$ cat src/rtl/inst_prefetch_buf.sv
// rtl/inst_prefetch_buf.sv - sequential instruction prefetch FIFO between CPU fetch port and req/ack memory
//
// Purpose:
//   Prefetches sequential instruction words into a DEPTH-entry FIFO of
//   {addr, inst} pairs. The CPU is served from the FIFO head. A stall is
//   requested while the wanted PC is not yet buffered. Any non-sequential PC
//   flushes the FIFO and restarts fetching at that PC.
//
// Optional build macro:
//   PREFETCH_STATS_EN - adds saturating hit/redirect counters hit_cnt_o and
//   redirect_cnt_o.
//
// Ports:
//   clk            clock, rising edge
//   rst            asynchronous active-low reset
//   cpu_ce_i       fetch enable from the PC stage
//   cpu_addr_i     fetch address (word aligned)
//   cpu_inst_o     instruction for cpu_addr_i, combinational from FIFO head
//   cpu_valid_o    cpu_inst_o is valid this cycle
//   stallreq_o     pipeline stall request
//   mem_req_o      memory read request, held until acknowledged
//   mem_addr_o     memory read address, held until acknowledged
//   mem_rdata_i    memory read data, valid with mem_ack_i
//   mem_ack_i      one-cycle acknowledge
//   hit_cnt_o      (PREFETCH_STATS_EN) saturating hit counter
//   redirect_cnt_o (PREFETCH_STATS_EN) saturating redirect counter

module inst_prefetch_buf #(
  parameter int DEPTH  = 4,
  parameter int ADDR_W = 32,
  parameter int DATA_W = 32
) (
  input  logic              clk,
  input  logic              rst,
  input  logic              cpu_ce_i,
  input  logic [ADDR_W-1:0] cpu_addr_i,
  output logic [DATA_W-1:0] cpu_inst_o,
  output logic              cpu_valid_o,
  output logic              stallreq_o,
  output logic              mem_req_o,
  output logic [ADDR_W-1:0] mem_addr_o,
  input  logic [DATA_W-1:0] mem_rdata_i,
  input  logic              mem_ack_i
`ifdef PREFETCH_STATS_EN
  ,
  output logic [31:0]       hit_cnt_o,
  output logic [31:0]       redirect_cnt_o
`endif
);

  localparam int PTR_W = (DEPTH > 1) ? $clog2(DEPTH) : 1;
  localparam int CNT_W = PTR_W + 1;

  typedef enum logic [1:0] {
    IDLE    = 2'd0,
    FETCH   = 2'd1,
    DISCARD = 2'd2
  } state_t;

  state_t state, state_next;

  logic [ADDR_W-1:0] fifo_addr [DEPTH];
  logic [DATA_W-1:0] fifo_inst [DEPTH];
  logic [PTR_W-1:0]  rd_ptr, wr_ptr;
  logic [CNT_W-1:0]  count;
  logic [ADDR_W-1:0] fetch_addr;
  logic [ADDR_W-1:0] req_addr;
  logic              pending;

  logic ce, empty, head_match, hit, redirect, space, accept, push;

  // Combinational outputs are forced quiet while reset is asserted.
  assign ce         = cpu_ce_i & rst;
  assign empty      = (count == '0);
  // Only stored entries can match: an entry pushed this cycle is served next cycle.
  assign head_match = !empty && (fifo_addr[rd_ptr] == cpu_addr_i);
  assign hit        = ce && head_match;
  assign redirect   = ce && (state != IDLE) && !head_match &&
                      !(empty && (fetch_addr == cpu_addr_i));
  // A pop in the same cycle frees a slot for a new request.
  assign space      = (count < CNT_W'(DEPTH)) || hit;
  assign accept     = mem_req_o && mem_ack_i;
  assign push       = (state == FETCH) && accept && !redirect;

  assign cpu_valid_o = hit;
  assign cpu_inst_o  = hit ? fifo_inst[rd_ptr] : '0;
  assign stallreq_o  = ce && !hit;

  always_comb begin
    state_next = state;
    mem_req_o  = 1'b0;
    mem_addr_o = '0;
    case (state)
      IDLE: begin
        if (ce) state_next = FETCH;
      end
      FETCH: begin
        // A fresh request is not issued in a redirect cycle; it would fetch a stale address.
        mem_req_o = pending || (!redirect && space);
        if (redirect) state_next = (pending && !accept) ? DISCARD : FETCH;
      end
      DISCARD: begin
        mem_req_o = 1'b1;
        if (redirect) state_next = (pending && !accept) ? DISCARD : FETCH;
        else if (accept) state_next = FETCH;
      end
      default: state_next = IDLE;
    endcase
    if (mem_req_o) mem_addr_o = pending ? req_addr : fetch_addr;
  end

  always_ff @(posedge clk or negedge rst) begin
    if (!rst) begin
      state      <= IDLE;
      rd_ptr     <= '0;
      wr_ptr     <= '0;
      count      <= '0;
      fetch_addr <= '0;
      req_addr   <= '0;
      pending    <= 1'b0;
    end else begin
      state <= state_next;

      if (accept) pending <= 1'b0;
      else if (mem_req_o) pending <= 1'b1;

      // Latch the address when a request is first raised so it stays stable,
      // even if fetch_addr moves on because of a redirect.
      if (mem_req_o && !pending) req_addr <= fetch_addr;

      if (state == IDLE) begin
        if (ce) fetch_addr <= cpu_addr_i;
      end else if (redirect) begin
        fetch_addr <= cpu_addr_i;
      end else if (push) begin
        fetch_addr <= fetch_addr + ADDR_W'(4);
      end

      if (redirect) begin
        rd_ptr <= '0;
        wr_ptr <= '0;
        count  <= '0;
      end else begin
        if (push) wr_ptr <= wr_ptr + PTR_W'(1);
        if (hit)  rd_ptr <= rd_ptr + PTR_W'(1);
        if (push && !hit)      count <= count + CNT_W'(1);
        else if (!push && hit) count <= count - CNT_W'(1);
      end
    end
  end

  // Entry storage carries no reset; validity is tracked by count.
  always_ff @(posedge clk) begin
    if (push) begin
      fifo_addr[wr_ptr] <= fetch_addr;
      fifo_inst[wr_ptr] <= mem_rdata_i;
    end
  end

`ifdef PREFETCH_STATS_EN
  always_ff @(posedge clk or negedge rst) begin
    if (!rst) begin
      hit_cnt_o      <= '0;
      redirect_cnt_o <= '0;
    end else begin
      if (hit && (hit_cnt_o != 32'hFFFF_FFFF))
        hit_cnt_o <= hit_cnt_o + 32'd1;
      if (redirect && (redirect_cnt_o != 32'hFFFF_FFFF))
        redirect_cnt_o <= redirect_cnt_o + 32'd1;
    end
  end
`endif

endmodule
$ cat config.mk
export PLATFORM = sky130hd
export DESIGN_NAME = inst_prefetch_buf
export DESIGN_NICKNAME = d
export VERILOG_FILES = /design/src/rtl/inst_prefetch_buf.sv
export SDC_FILE = /design/constraint.sdc
export NUM_CORES = 1
export LEC_CHECK = 0
export CORE_ASPECT_RATIO = 0.9
export CORE_MARGIN = 2
export CORE_UTILIZATION = 55
export DETAILED_ROUTE_END_ITERATION = 12
export PLACE_DENSITY = 0.88
export SYNTH_ARGS = -nofsm -noshare
export SYNTH_HDL_FRONTEND = slang
export SYNTH_SLANG_ARGS = --single-unit
$ cat constraint.sdc
create_clock -name clk -period 8 [get_ports clk]
set_input_delay 1.6 -clock clk [delete_from_list [all_inputs] [get_ports clk]]
set_output_delay 1.6 -clock clk [all_outputs]
set_load 0.01 [all_outputs]
==> results.cfg, run 1 <==
[critical_path]
path_cells = mux4_2 > xnor2_1 > nand2_1 > or4_1 > nor3_4 > nand4_4 > clkinv_2 > o21a_2 > o21ai_2 > buf_4 > nor2_1 > clkdlybuf4s50_1
cp_max_fo = 50
crit_type = register to primary output
arrival_ns = 5.41
critical_path_required_ns = 6.40
crit_path_start_kind = register
end_kind = primary output
max_stage_delay_ns = 1.03
crit_slowest_cell = dfrtp_4

[synth]
synth_top_cell_by_area = edfxtp_1
yosys-top-cells-area = edfxtp_1 51%, dfrtp_1 12%, mux4_2 8.3%, mux2i_1 3.8%, mux2_4 3.0%
synth_top_area_frac = 0.506
netlist_area_um2 = 15200
synthDistinctLibCells = 71
netlist_top_cells_count = 256 x edfxtp_1, 74 x dfrtp_1, 61 x nor2_1, 58 x mux2i_1, 56 x mux4_2
ys_seq_area_frac = 0.627
yosysMostFrequentCell = edfxtp_1
yosysWarnings = 0
synth_enable_flop_cells = 256
ys_seq_elements = 330
ys.flop_type = edfxtp_1
synthCells = 1024
synthArstFlopShare = 0.224
syn_area_per_cell_um2 = 14.8
syn-num-nets = 1102

[timing]
finalCritPeriodShare = 0.877
hold_viol = 0
finalClockSkew_ns = 0.0315
setup_viol = 0
tightest_slew_ns = 1.18
holdWs_ns = 0.510
relSlewSlack = 0.192
finalMaxSlewViolations = 0
tns_ns = 0
post-route-min-period_ns = 7.01
setup_ws_ns = 0.987
max_clock_freq_mhz = 143
rsz0062_at_grt = no

[finish]
n_antenna_cell = 0
fin_cells = 1529
fill_cells = 1882
drive_gt1_frac = 0.151
finalNetCount = 1227
area_delta_synth_final_pct = 17.9

[clock_network]
post_cts_buffers = 0
h-tree-depth = 2
path_clk_slew_ns = 0.06
post_cts_resized = 0
cts_tree = done
cts_sinks = 330
cts-root-buf = clkbuf_16
numCtsBuffers = 35
clock_path_buffers = 3
ctsHoldBuffers = 0
clk_latency_ns = 0.53

[grt]
grtUsageTotal = 0.255
grt_pass1_vias = 9442
grt_pass1_wl_um = 55600
grt-ovfl-total = 0
grt_max_degree = 62
antenna_found_initial = 1

[place]
io_buffers = 134
gp_congestion = 0.971
dpl_worst_slack_ns = 1.10
place_hpwl_um = 24200
dp.cells = 1466

[drt]
firstDrtPassIters = 6
vias = 9472
via_per_inst = 6.19
ant_nets = 0
routedWlPerCell_um = 23.8
drc = 0
first_iter_violations = 1050
wl_um = 36400

[floorplanning]
die_y_um = 162
fp.coreArea_um2 = 27100
die-area_um2 = 29000
die_x_um = 179
ios = 135
start_util = 0.561
rows = 57

[hold_path]
min_path_type = register to register

[power_and_ir_drop]
pwr-share-clk = 0.276
pwr-share-comb = 0.252
switching_share = 0.319
p_leak_nw = 6.23
ir_drop_v = 0.000151
p_switching_mw = 1.76
powerDensity_nw_per_um2 = 309
pwr-share-seq = 0.473
intPower_mw = 3.77

[outcome]
status = finished clean

[run]
maxCapViolations = 0
[cell type report]
type / count / area, um2 / area share
Clock buffer: 44 / 910 / 0.0507
Timing Repair Buffer: 150 / 1500 / 0.0835
Multi-Input combinational cell: 612 / 5290 / 0.295
Inverter: 20 / 76.3 / 0.00426
Tap cell: 354 / 443 / 0.0247
Clock inverter: 19 / 164 / 0.00914
Sequential cell: 330 / 9550 / 0.533
[cell usage in the layout, fill, tap and decap left out, drive strengths merged, types with 13 or more instances in the layout]
cell type	count
mux4	56
xor2	21
o21ai	24
and2	43
a21oi	25
inv	23
nor2	61
dfrtp	74
edfxtp	256
clkdlybuf4s50	133
mux2i	58
xnor2	44
buf	17
clkbuf	44
nand4	17
o22ai	13
nor3	18
and3	16
mux2	33
nand2	44
nand3	29
nor4	13
[cell families (layout without fill, tap and decap cells)]
group                      count (synthesis)  after routing  share of synthesized area
xor gates and xnor gates                  65             65                     0.0374
muxes                                    147            147                      0.153
AOI/OAI and AO/OA                        126            126                     0.0566
buffers and inverters                     82            233                     0.0253
adders and majority gates                 10             10                    0.00872
DFF                                      330            330                      0.627
and+or+nand+nor                          264            264                     0.0915
[state kept, by name, summed over array words and instances (netlist names)]
name / count
rd_ptr: 2
count: 3
fifo_addr: 128
fetch_addr: 32
wr_ptr: 2
req_addr: 32
fifo_inst: 128
pending: 1
state: 2
[path summary, 6_finish.rpt]
path / from / to / slack [ns] / cells past startpoint
setup reg to reg: rd_ptr[0] / fifo_inst[3][21] / 2.78 / 10
hold / removal: req_addr[3] / req_addr[3] / 0.51 / 1
hold reg to reg: req_addr[3] / req_addr[3] / 0.51 / 1
max in group asynchronous: rst / rd_ptr[0] / 5.87 / 2
setup / recovery: rd_ptr[0] / mem_addr_o[27] / 0.99 / 12
min in group asynchronous: rst / req_addr[23] / 0.96 / 1
[power groups by stage]
stage | sequential (mW) | combinational, mW | clock, mW
4_1_cts | 2.61 | 1.38 | 1.55
5_1_grt | 2.65 | 1.49 | 1.62
3_5_place_dp | 2.64 | 1.36 | 0
3_3_place_gp | 2.61 | 1.33 | 0
2_1_floorplan | 2.42 | 1.03 | 0
6_report | 2.62 | 1.39 | 1.52
[metrics by stage]
stage	utilization	area, um2	power (mW)
final	0.662	17900	5.53
after global routing	0.662	17900	5.76
after CTS	0.662	17900	5.54
after detailed placement	0.622	16900	4.00
after global placement	0.622	16900	3.94
after floorplan	-	15200	3.45
[per-layer routing]
layer / wire (um) / vias to the layer above / track usage
met2: 17200 / 469 / 0.397
li1: - / 4176 / -
met5: 13 / - / 0
met4: 830 / 2 / 0.0704
met1: 15000 / 4751 / 0.362
met3: 3350 / 74 / 0.0639
[critical path: cells and delay by family, from the launching register on]
family,cells,cell delay (ns)
buf+inv,3,1.16
flops,1,1.03
mux,1,0.63
simple gates,5,1.35
xor+xnor,1,0.40
compound gates,2,0.28
Power figures use the tool's default switching activity.
==> inputs of run 2 (changes only) <==
--- a/config.mk
+++ b/config.mk
@@ -5,11 +5,10 @@
 export SDC_FILE = /design/constraint.sdc
 export NUM_CORES = 1
 export LEC_CHECK = 0
-export CORE_ASPECT_RATIO = 0.9
 export CORE_MARGIN = 2
-export CORE_UTILIZATION = 55
+export CORE_UTILIZATION = 50
 export DETAILED_ROUTE_END_ITERATION = 12
-export PLACE_DENSITY = 0.88
+export PLACE_DENSITY = 0.82
 export SYNTH_ARGS = -nofsm -noshare
 export SYNTH_HDL_FRONTEND = slang
 export SYNTH_SLANG_ARGS = --single-unit
==> run 2 against run 1 <==
Sequential share of layout area fell by 0.58 points. Via count barely moved. Global-route usage fell by 1.5 points. Power rose by 2.3%. Critical path depth did not move. Sequential power barely moved. Critical path type is now input port to primary output. Largest cell class unchanged. Largest power group unchanged.
==> results.cfg, run 2 (synthesis gave the netlist of run 1 again) <==
[critical_path]
max_stage_delay_ns = 0.65
crit_type = input port to primary output
critical_path_required_ns = 6.40
path_cells = clkdlybuf4s50_1 > xnor2_1 > o31ai_1 > nand3_1 > nor4_2 > nand4_4 > clkinv_2 > o21a_2 > o21ai_2 > buf_4 > nor2_1 > clkdlybuf4s50_1
end_kind = primary output
cp_max_fo = 34
crit_top_cell = clkdlybuf4s50_1
path_delay_family = buffers and inverters
crit_path_start_kind = input port
arrival_ns = 5.16
crit_buf_inv = 4
crit_slowest_cell = clkdlybuf4s50_1

[timing]
setup_ws_ns = 1.24
max_clock_freq_mhz = 148
rsz0062_at_grt = no
relSlewSlack = 0.181
finalClockSkew_ns = 0.0191
hold_viol = 0
finalCritPeriodShare = 0.845
post-route-min-period_ns = 6.76
holdWs_ns = 0.509
tns_ns = 0
setup_viol = 0
tightest_slew_ns = 1.20
finalMaxSlewViolations = 0

[finish]
regArea_um2 = 9550
fill_cells = 2228
largest_registers = fifo_addr x128, fifo_inst x128
layout_commonest_cell = edfxtp_1
multi_input_area_um2 = 5290
fin_cells = 1571
drive_gt1_frac = 0.153
final_cell_mix = 256 x edfxtp_1, 133 x clkdlybuf4s50_1, 71 x dfrtp_1
area_delta_synth_final_pct = 19.2
finalNetCount = 1230

[clock_network]
clock_path_buffers = 3
path_clk_slew_ns = 0.06
post_cts_resized = 0
clk_latency_ns = 0.53
h-tree-depth = 2
post_cts_buffers = 0
ctsHoldBuffers = 0
numCtsBuffers = 36
cts-root-buf = clkbuf_16
cts_sinks = 330
cts_tree = done

[floorplanning]
die-area_um2 = 31800
ios = 135
start_util = 0.510
fp.coreArea_um2 = 29800
die_y_um = 178
die_x_um = 178
rows = 63

[drt]
via_per_inst = 6.03
vias = 9468
wl_um = 37600
ant_nets = 0
firstDrtPassIters = 7
routedWlPerCell_um = 23.9
drc = 0
first_iter_violations = 894

[place]
dp.cells = 1504
dpl_worst_slack_ns = 1.25
place_hpwl_um = 24900
io_buffers = 134
gp_congestion = 0.966

[grt]
grtUsageTotal = 0.240
grt_pass1_wl_um = 56800
grt-ovfl-total = 0
grt_max_degree = 52
antenna_found_initial = 3
grt_pass1_vias = 9467

[hold_path]
min_path_type = register to register

[power_and_ir_drop]
p_leak_nw = 6.31
powerDensity_nw_per_um2 = 312
ir_drop_v = 0.000223
power_mw = 5.66

[outcome]
status = finished clean

[run]
maxCapViolations = 0
-- run 2: cell types whose count changed in the layout (fill, tap and decap cells not counted), moves of 2 or more --
cell and delta:
clkbuf_8 +3, clkinv_2 -3, clkinv_8 +3, clkinvlp_4 -3, inv_6 -3, clkbuf_1 +2, clkbuf_16 +2
-- run 2: layout make-up --
class                           count  share of cell area
Sequential cell                   330               0.527
Clock buffer                       51              0.0556
Inverter                           20             0.00421
Clock inverter                     15              0.0104
Antenna cell                        1            0.000138
Tap cell                          390              0.0269
Multi-Input combinational cell    612               0.292
Timing Repair Buffer              152              0.0841
-- run 2: path summary, 6_finish.rpt --
| check | startpoint | to | slack (ns) | cells after the start |
|---|---|---|---|---|
| setup / recovery | cpu_addr_i[5] | mem_addr_o[31] | 1.24 | 12 |
| hold / removal | req_addr[7] | req_addr[7] | 0.51 | 1 |
| setup reg to reg | rd_ptr[0] | count[2] | 2.88 | 12 |
| hold reg to reg | req_addr[7] | req_addr[7] | 0.51 | 1 |
| max in group asynchronous | rst | pending | 5.93 | 2 |
| min in group asynchronous | rst | req_addr[24] | 1.00 | 1 |
-- run 2: per-stage QoR --
step	util	area, um2
after floorplan	-	15200
after global placement	0.568	16900
after detailed placement	0.568	16900
after CTS	0.608	18100
after global routing	0.608	18100
final	0.608	18100
-- run 2: per-layer routing --
layer	vias up	track usage	wire length, um
li1	4194	-	-
met1	4788	0.321	15300
met2	410	0.393	18400
met3	74	0.0520	2760
met4	2	0.0799	1050
met5	-	0	13
-- run 2: where the power goes --
| group | internal, mW | switching, mW |
|---|---|---|
| Combinational | 0.682 | 0.717 |
| Sequential | 2.21 | 0.400 |
| Clock | 0.987 | 0.661 |
-- run 2: worst reg2reg max path: cells and delay by family, from the launching register on --
kind                       cells  cell delay [ns]
AOI/OAI and AO/OA              2             0.30
xor gates and xnor gates       1             0.47
adders and majority gates      1             0.41
buffers and inverters          2             0.53
DFF                            1             0.92
muxes                          1             0.65
and+or+nand+nor                5             1.77
